<file path="src/rtl/uart_rx_sampler.sv">
// uart_rx_sampler: oversampling UART receive front-end with a shift-type frame buffer.
//
// Ports:
//   clk        - system clock, all state on rising edge
//   reset      - asynchronous active-high reset
//   tick       - one-clk oversample enable at OVERSAMPLE x baud
//   RXserial   - raw serial line, idle high
//   RXBUF      - frame buffer, entry 0 newest; entry = {stop, start, data}
//   rx_valid   - one-clk pulse on frame push
//   frame_err  - one-clk pulse on rejected frame (stop bit sampled low)
//   overflow   - one-clk pulse when a push discards a valid oldest entry
//   fill       - valid entry count, saturating at DEPTH
//   err_count  - rejected frame count, saturating at 255
//   rx_busy    - high whenever the receiver is not idle
//
// Optional feature macro: UART_RX_MAJORITY_EN
//   defined   -> each decision is a 2-of-3 vote over ticks mid-1, mid, mid+1,
//                taken at mid+1 (one tick later than the single-sample build)
//   undefined -> each decision uses the single sample at tick mid
module uart_rx_sampler #(
  parameter int unsigned WIDTH      = 8,
  parameter int unsigned DEPTH      = 4,
  parameter int unsigned OVERSAMPLE = 16,
  localparam int unsigned FILL_W    = $clog2(DEPTH + 1)
) (
  input  logic                          clk,
  input  logic                          reset,
  input  logic                          tick,
  input  logic                          RXserial,
  output logic [DEPTH-1:0][WIDTH+1:0]   RXBUF,
  output logic                          rx_valid,
  output logic                          frame_err,
  output logic                          overflow,
  output logic [FILL_W-1:0]             fill,
  output logic [7:0]                    err_count,
  output logic                          rx_busy
);

  localparam int unsigned CNT_W = $clog2(OVERSAMPLE + 2);
  localparam int unsigned BIT_W = $clog2(WIDTH);
`ifdef UART_RX_MAJORITY_EN
  localparam int unsigned START_T = OVERSAMPLE / 2 + 1;
`else
  localparam int unsigned START_T = OVERSAMPLE / 2;
`endif

  typedef enum logic [1:0] {IDLE, START, DATA, STOP} state_t;

  state_t             state, state_next;
  logic               sync1, rxs;
  logic               armed, armed_next;
  logic [CNT_W-1:0]   cnt, cnt_next, cnt_inc, target;
  logic [BIT_W-1:0]   bit_idx, bit_next;
  logic [WIDTH-1:0]   shreg, shreg_next;
  logic               sample, decide, push_c, reject_c;

`ifdef UART_RX_MAJORITY_EN
  // Two early samples held for the vote; the third is the live line at decision time.
  logic maj_a, maj_b;

  always_ff @(posedge clk or posedge reset) begin
    if (reset) begin
      maj_a <= 1'b1;
      maj_b <= 1'b1;
    end else if (tick && state != IDLE) begin
      if (cnt_inc == CNT_W'(target - CNT_W'(2))) maj_a <= rxs;
      if (cnt_inc == CNT_W'(target - CNT_W'(1))) maj_b <= rxs;
    end
  end

  assign sample = (maj_a & maj_b) | (maj_a & rxs) | (maj_b & rxs);
`else
  assign sample = rxs;
`endif

  // FSM state register
  always_ff @(posedge clk or posedge reset) begin
    if (reset) state <= IDLE;
    else       state <= state_next;
  end

  // Next-state and decision logic; cnt counts ticks since detect or last decision
  always_comb begin
    state_next = state;
    armed_next = armed;
    cnt_next   = cnt;
    bit_next   = bit_idx;
    shreg_next = shreg;
    push_c     = 1'b0;
    reject_c   = 1'b0;
    cnt_inc    = cnt + CNT_W'(1);
    target     = (state == START) ? CNT_W'(START_T) : CNT_W'(OVERSAMPLE);
    decide     = tick && (cnt_inc == target);

    case (state)
      IDLE: begin
        if (tick) begin
          if (rxs) begin
            armed_next = 1'b1;
          end else if (armed) begin
            state_next = START;
            cnt_next   = '0;
            armed_next = 1'b0;
          end
        end
      end
      START: begin
        if (tick) cnt_next = cnt_inc;
        if (decide) begin
          cnt_next = '0;
          if (!sample) begin
            state_next = DATA;
            bit_next   = '0;
          end else begin
            state_next = IDLE;  // glitch: silent return
          end
        end
      end
      DATA: begin
        if (tick) cnt_next = cnt_inc;
        if (decide) begin
          cnt_next   = '0;
          shreg_next = {sample, shreg[WIDTH-1:1]};
          if (bit_idx == BIT_W'(WIDTH - 1)) state_next = STOP;
          else                              bit_next   = bit_idx + BIT_W'(1);
        end
      end
      STOP: begin
        if (tick) cnt_next = cnt_inc;
        if (decide) begin
          cnt_next   = '0;
          state_next = IDLE;  // leave at stop mid-point
          if (sample) push_c   = 1'b1;
          else        reject_c = 1'b1;
        end
      end
      default: state_next = IDLE;
    endcase
  end

  // Synchronizer, datapath, frame buffer and registered status outputs
  always_ff @(posedge clk or posedge reset) begin
    if (reset) begin
      sync1     <= 1'b1;
      rxs       <= 1'b1;
      armed     <= 1'b0;
      cnt       <= '0;
      bit_idx   <= '0;
      shreg     <= '0;
      RXBUF     <= '0;
      rx_valid  <= 1'b0;
      frame_err <= 1'b0;
      overflow  <= 1'b0;
      fill      <= '0;
      err_count <= '0;
      rx_busy   <= 1'b0;
    end else begin
      sync1     <= RXserial;
      rxs       <= sync1;
      armed     <= armed_next;
      cnt       <= cnt_next;
      bit_idx   <= bit_next;
      shreg     <= shreg_next;
      rx_valid  <= push_c;
      frame_err <= reject_c;
      overflow  <= push_c && (fill == FILL_W'(DEPTH));
      rx_busy   <= (state_next != IDLE);
      if (push_c) begin
        for (int i = DEPTH - 1; i > 0; i--) RXBUF[i] <= RXBUF[i-1];
        RXBUF[0] <= {1'b1, 1'b0, shreg};
        if (fill != FILL_W'(DEPTH)) fill <= fill + FILL_W'(1);
      end
      if (reject_c && err_count != 8'hFF) err_count <= err_count + 8'd1;
    end
  end

endmodule

</file>
<file path="config.mk">
export PLATFORM = sky130hd
export DESIGN_NAME = uart_rx_sampler
export DESIGN_NICKNAME = d
export VERILOG_FILES = /design/src/rtl/uart_rx_sampler.sv
export SDC_FILE = /design/constraint.sdc
export NUM_CORES = 1
export LEC_CHECK = 0
export BUFFER_PORTS_ARGS = -buffer_cell sky130_fd_sc_hd__buf_2
export CORE_UTILIZATION = 50
export DETAILED_ROUTE_END_ITERATION = 10
export PLACE_DENSITY = 0.76
export REMOVE_ABC_BUFFERS = 1
export SYNTH_ARGS = -nofsm -noshare
export SYNTH_HDL_FRONTEND = slang
export SYNTH_SLANG_ARGS = --single-unit
</file>
<file path="constraint.sdc">
create_clock -name clk -period 2.4 [get_ports clk]
set_clock_uncertainty 0.1 [all_clocks]
set_input_delay 0.48 -clock clk [delete_from_list [all_inputs] [get_ports clk]]
set_output_delay 0.48 -clock clk [all_outputs]
set_load 0.1 [all_outputs]
</file>
==> impl_metrics.sql <==
INSERT INTO impl_metrics (metric_group, metric, value, unit) VALUES
('critical_path', 'endpoint_kind', 'flip-flop', ''),
('synth', 'synth_cell_type_count', '47', ''),
('clock_network', 'cts-buffers-inserted', '9', ''),
('synth', 'count_of_state_elements_after_synthesis', '72', ''),
('layout', 'layout_common_cells', 'dfrtp_1, buf_2, mux2_2, nand2_1, nor2_1', ''),
('synth', 'synth_area_per_cell', '12.8', 'um2'),
('routing', 'routed_wirelength', '5730', 'um'),
('layout', 'drive_gt1_share', '44.2', '%'),
('global_routing', 'grt_pass1_vias', '1975', ''),
('global_routing', 'grt_usage', '17.8', '%'),
('synth', 'synth_cells', '250', ''),
('pwr', 'p_leak', '2.10', 'nW'),
('timing', 'fmaxAchievable', '0.427', 'GHz'),
('critical_path', 'critical_path.reg2reg.endpoint', 'RXBUF[37]', ''),
('timing', 'tightest_slew', '0.557', 'ns'),
('layout', 'area_of_combinational_cells_with_multiple_inputs', '1310', 'um2'),
('clock_network', 'clock_tree.root_cell', 'clkbuf_8', ''),
('clock_network', 'clock_tree.htree_level_count', '3', ''),
('floorplan', 'num_io_pins', '59', ''),
('routing', 'drc_violations', '0', ''),
('routing', 'avgViaCountPerCell', '5.36', ''),
('synth', 'yosysWarnings', '0', ''),
('critical_path', 'r2r-start', 'cnt[0]', ''),
('routing', 'via_count', '2160', ''),
('global_routing', 'grt_overflow_total', '0', ''),
('floorplan', 'die_y', '81.9', 'um'),
('synth', 'synth-seq-area-share', '56.5', '%'),
('layout', 'final_nets', '334', ''),
('run', 'max-cap-violations', '0', ''),
('layout', 'final_common_cell', 'dfrtp_1', ''),
('clock_network', 'post_cts_hold_buffer_count', '0', ''),
('pwr', 'total_power_consumption_of_the_routed_design', '2.90', 'mW'),
('critical_path', 'wp_data_arrival', '2.46', 'ns'),
('clock_network', 'clkSlewWorstSetupHoldPaths', '0.08', 'ns'),
('placed_design', 'hpwlAfterDp', '4010', 'um'),
('global_routing', 'pin_count_of_the_biggest_net_entering_global_routing', '47', ''),
('placed_design', 'io_buffer_count', '54', ''),
('global_routing', 'grt_pass1_wl', '8950', 'um'),
('critical_path', 'setup.worst_path.start_class', 'flip-flop', ''),
('pwr', 'power-per-cell-area', '755', 'nW/um2'),
('critical_path', 'worst_path_fanout_max', '8', ''),
('global_routing', 'grt_antenna_before_repair', '0', ''),
('timing', 'finalWorstPathRequiredPeriod', '2.34', 'ns'),
('routing', 'post_detailed_route_wirelength_per_cell', '14.2', 'um'),
('routing', 'first_pass_iters', '4', ''),
('floorplan', 'die_x', '81.9', 'um'),
('floorplan', 'initial_core_util', '52.9', '%'),
('clock_network', 'cts-root-to-sink-buffers', '2', ''),
('timing', 'layout_worst_path_cycle_share', '97.5', '%'),
('timing', 'slew-limit-headroom', '62.9', '%'),
('timing', 'setup_viol', '0', ''),
('timing', 'finalHoldViolations', '0', ''),
('floorplan', 'die_area', '6700', 'um2'),
('critical_path', 'crit_type', 'flip-flop to flip-flop', ''),
('clock_network', 'tritoncts', 'yes', ''),
('pwr', 'ir_drop', '0.393', 'mV'),
('critical_path', 'timing.critical_path.required', '2.52', 'ns'),
('floorplan', 'design.core.area', '6030', 'um2'),
('critical_path', 'r2r_slack', '0.06', 'ns'),
('floorplan', 'row_count', '28', ''),
('synth', 'syn-cell-area', '3190', 'um2'),
('routing', 'drt_first_iter_violations', '68', ''),
('layout', 'final_core_utilization', '63.8', '%'),
('status', 'outcome', 'complete, no violations', ''),
('critical_path', 'r2r.worst_path.cells', '7', ''),
('routing', 'postRouteAntennaNets', '0', ''),
('layout', 'syn2layout_area_growth', '20.5', '%'),
('layout', 'antennaDiodeCount', '0', ''),
('synth', 'synth_enable_flop_cells', '0', ''),
('clock_network', 'clk-insertion-delay-late', '0.34', 'ns'),
('min_path', 'timing.hold.worst.class', 'primary input to asynchronous set/reset pin', ''),
('synth', 'synthFlopType', 'dfrtp_1', ''),
('placed_design', 'gpl.final_weighted_congestion', '0.911', ''),
('layout', 'final.fill_count', '471', ''),
('timing', 'timing.final.max_slew_violations', '0', ''),
('layout', 'layout.area.seq', '1800', 'um2'),
('synth', 'proportion_of_synthesized_flip_flops_having_asynchronous_set_or_reset', '100', '%'),
('clock_network', 'cts_sinks', '72', '');
layout make-up:
| type | instances | area share, % |
|---|---|---|
| Clock buffer | 13 | 4.39 |
| Clock inverter | 3 | 0.618 |
| Inverter | 12 | 1.17 |
| Multi-Input combinational cell | 158 | 34.0 |
| Sequential cell | 72 | 46.9 |
| Tap cell | 75 | 2.44 |
| Timing Repair Buffer | 70 | 10.4 |
routing by layer:
| metal | part of all wire, % | global-route usage (%) | wire length [um] | up-vias |
|---|---|---|---|---|
| met4 | 1.7 | 9.82 | 95 | 0 |
| met3 | 4.6 | 3.89 | 263 | 10 |
| met1 | 44 | 22.3 | 2550 | 1058 |
| met5 | 0 | 0 | 0 | - |
| li1 | - | - | - | 1021 |
| met2 | 49 | 28.5 | 2830 | 71 |
stage by stage:
step	area, um2	TNS (ns)	setup WS, ns	hold slack [ns]	instances
CTS	3800	0	0.00194	0.0958	400
floorplan	3140	-46.99	-1.41	0.245	242
detailed placement	3610	0	0.00737	0.247	384
finish	3840	0	0.0602	0.0932	403
global route	3840	-0.0612	-0.0182	0.127	403
global placement	3610	0	0.0698	0.247	384
power breakdown:
group | total [mW] | internal [mW] | switching, mW | leakage (nW)
Sequential | 1.40 | 1.30 | 0.0994 | 0.963
Clock | 0.907 | 0.464 | 0.443 | 0.0923
Combinational | 0.598 | 0.214 | 0.384 | 1.04
worst max-delay path: stages, from the launching register on:
cell and delay [ns]:
dfrtp_1 0.38, ha_1 0.25, xor2_1 0.19, or3_4 0.39, a211oi_4 0.23, buf_4 0.16
clkbuf_4 0.18, mux2_2 0.34
what timing repair did:
item	in CTS	in global routing
pin swaps	0	1
setup endpoints to repair	15	41
resized for setup	1	5
setup buffers	0	2
gates cloned	0	1
logic make-up after synthesis:
family / synth area share (%)
flip-flops: 56.5
AND/OR/NAND/NOR: 10.1
multiplexers: 18.2
AO/OA/AOI/OAI: 6.71
buffers and inverters: 3.37
XOR/XNOR: 2.20
adder cells (fa/ha/maj): 2.74
other: 0.118
flip-flops by register name, indices dropped and copies added, names as in the netlist, 2 cells and up:
signal and count:
shreg 8, fill 3, state 2, bit_idx 3, RXBUF 36, cnt 5, err_count 8
worst max path at each step:
stage,start,end,cells after the start
2_1_floorplan,cnt[0],fill[1],6
3_3_place_gp,cnt[0],RXBUF[39],6
3_5_place_dp,cnt[0],RXBUF[2],6
4_1_cts,cnt[0],RXBUF[23],6
5_1_grt,cnt[0],fill[1],7
6_report,cnt[0],RXBUF[37],7
synth_stat cells (2+ instances only):
master | n | area (um2)
nor2_1 | 13 | 48.8
xor2_1 | 7 | 61.3
and3_1 | 3 | 18.8
o22a_1 | 2 | 17.5
a21oi_1 | 2 | 10.0
buf_4 | 4 | 30.0
and2_1 | 4 | 25.0
nand2_1 | 16 | 60.1
inv_1 | 12 | 45.0
dfrtp_1 | 70 | 1750
clkbuf_1 | 2 | 7.51
nand4_1 | 5 | 31.3
mux2_2 | 47 | 529
o221ai_1 | 2 | 17.5
or3_1 | 2 | 12.5
ha_1 | 7 | 87.6
mux2i_1 | 3 | 30.0
nand3_1 | 2 | 10.0
nor2b_1 | 2 | 12.5
nor3_1 | 2 | 10.0
buf_2 | 5 | 25.0
o21ai_0 | 10 | 50.1
dfstp_2 | 2 | 52.6
mux2_1 | 2 | 22.5
o22ai_1 | 2 | 12.5
(Power assumes the default switching activity.)
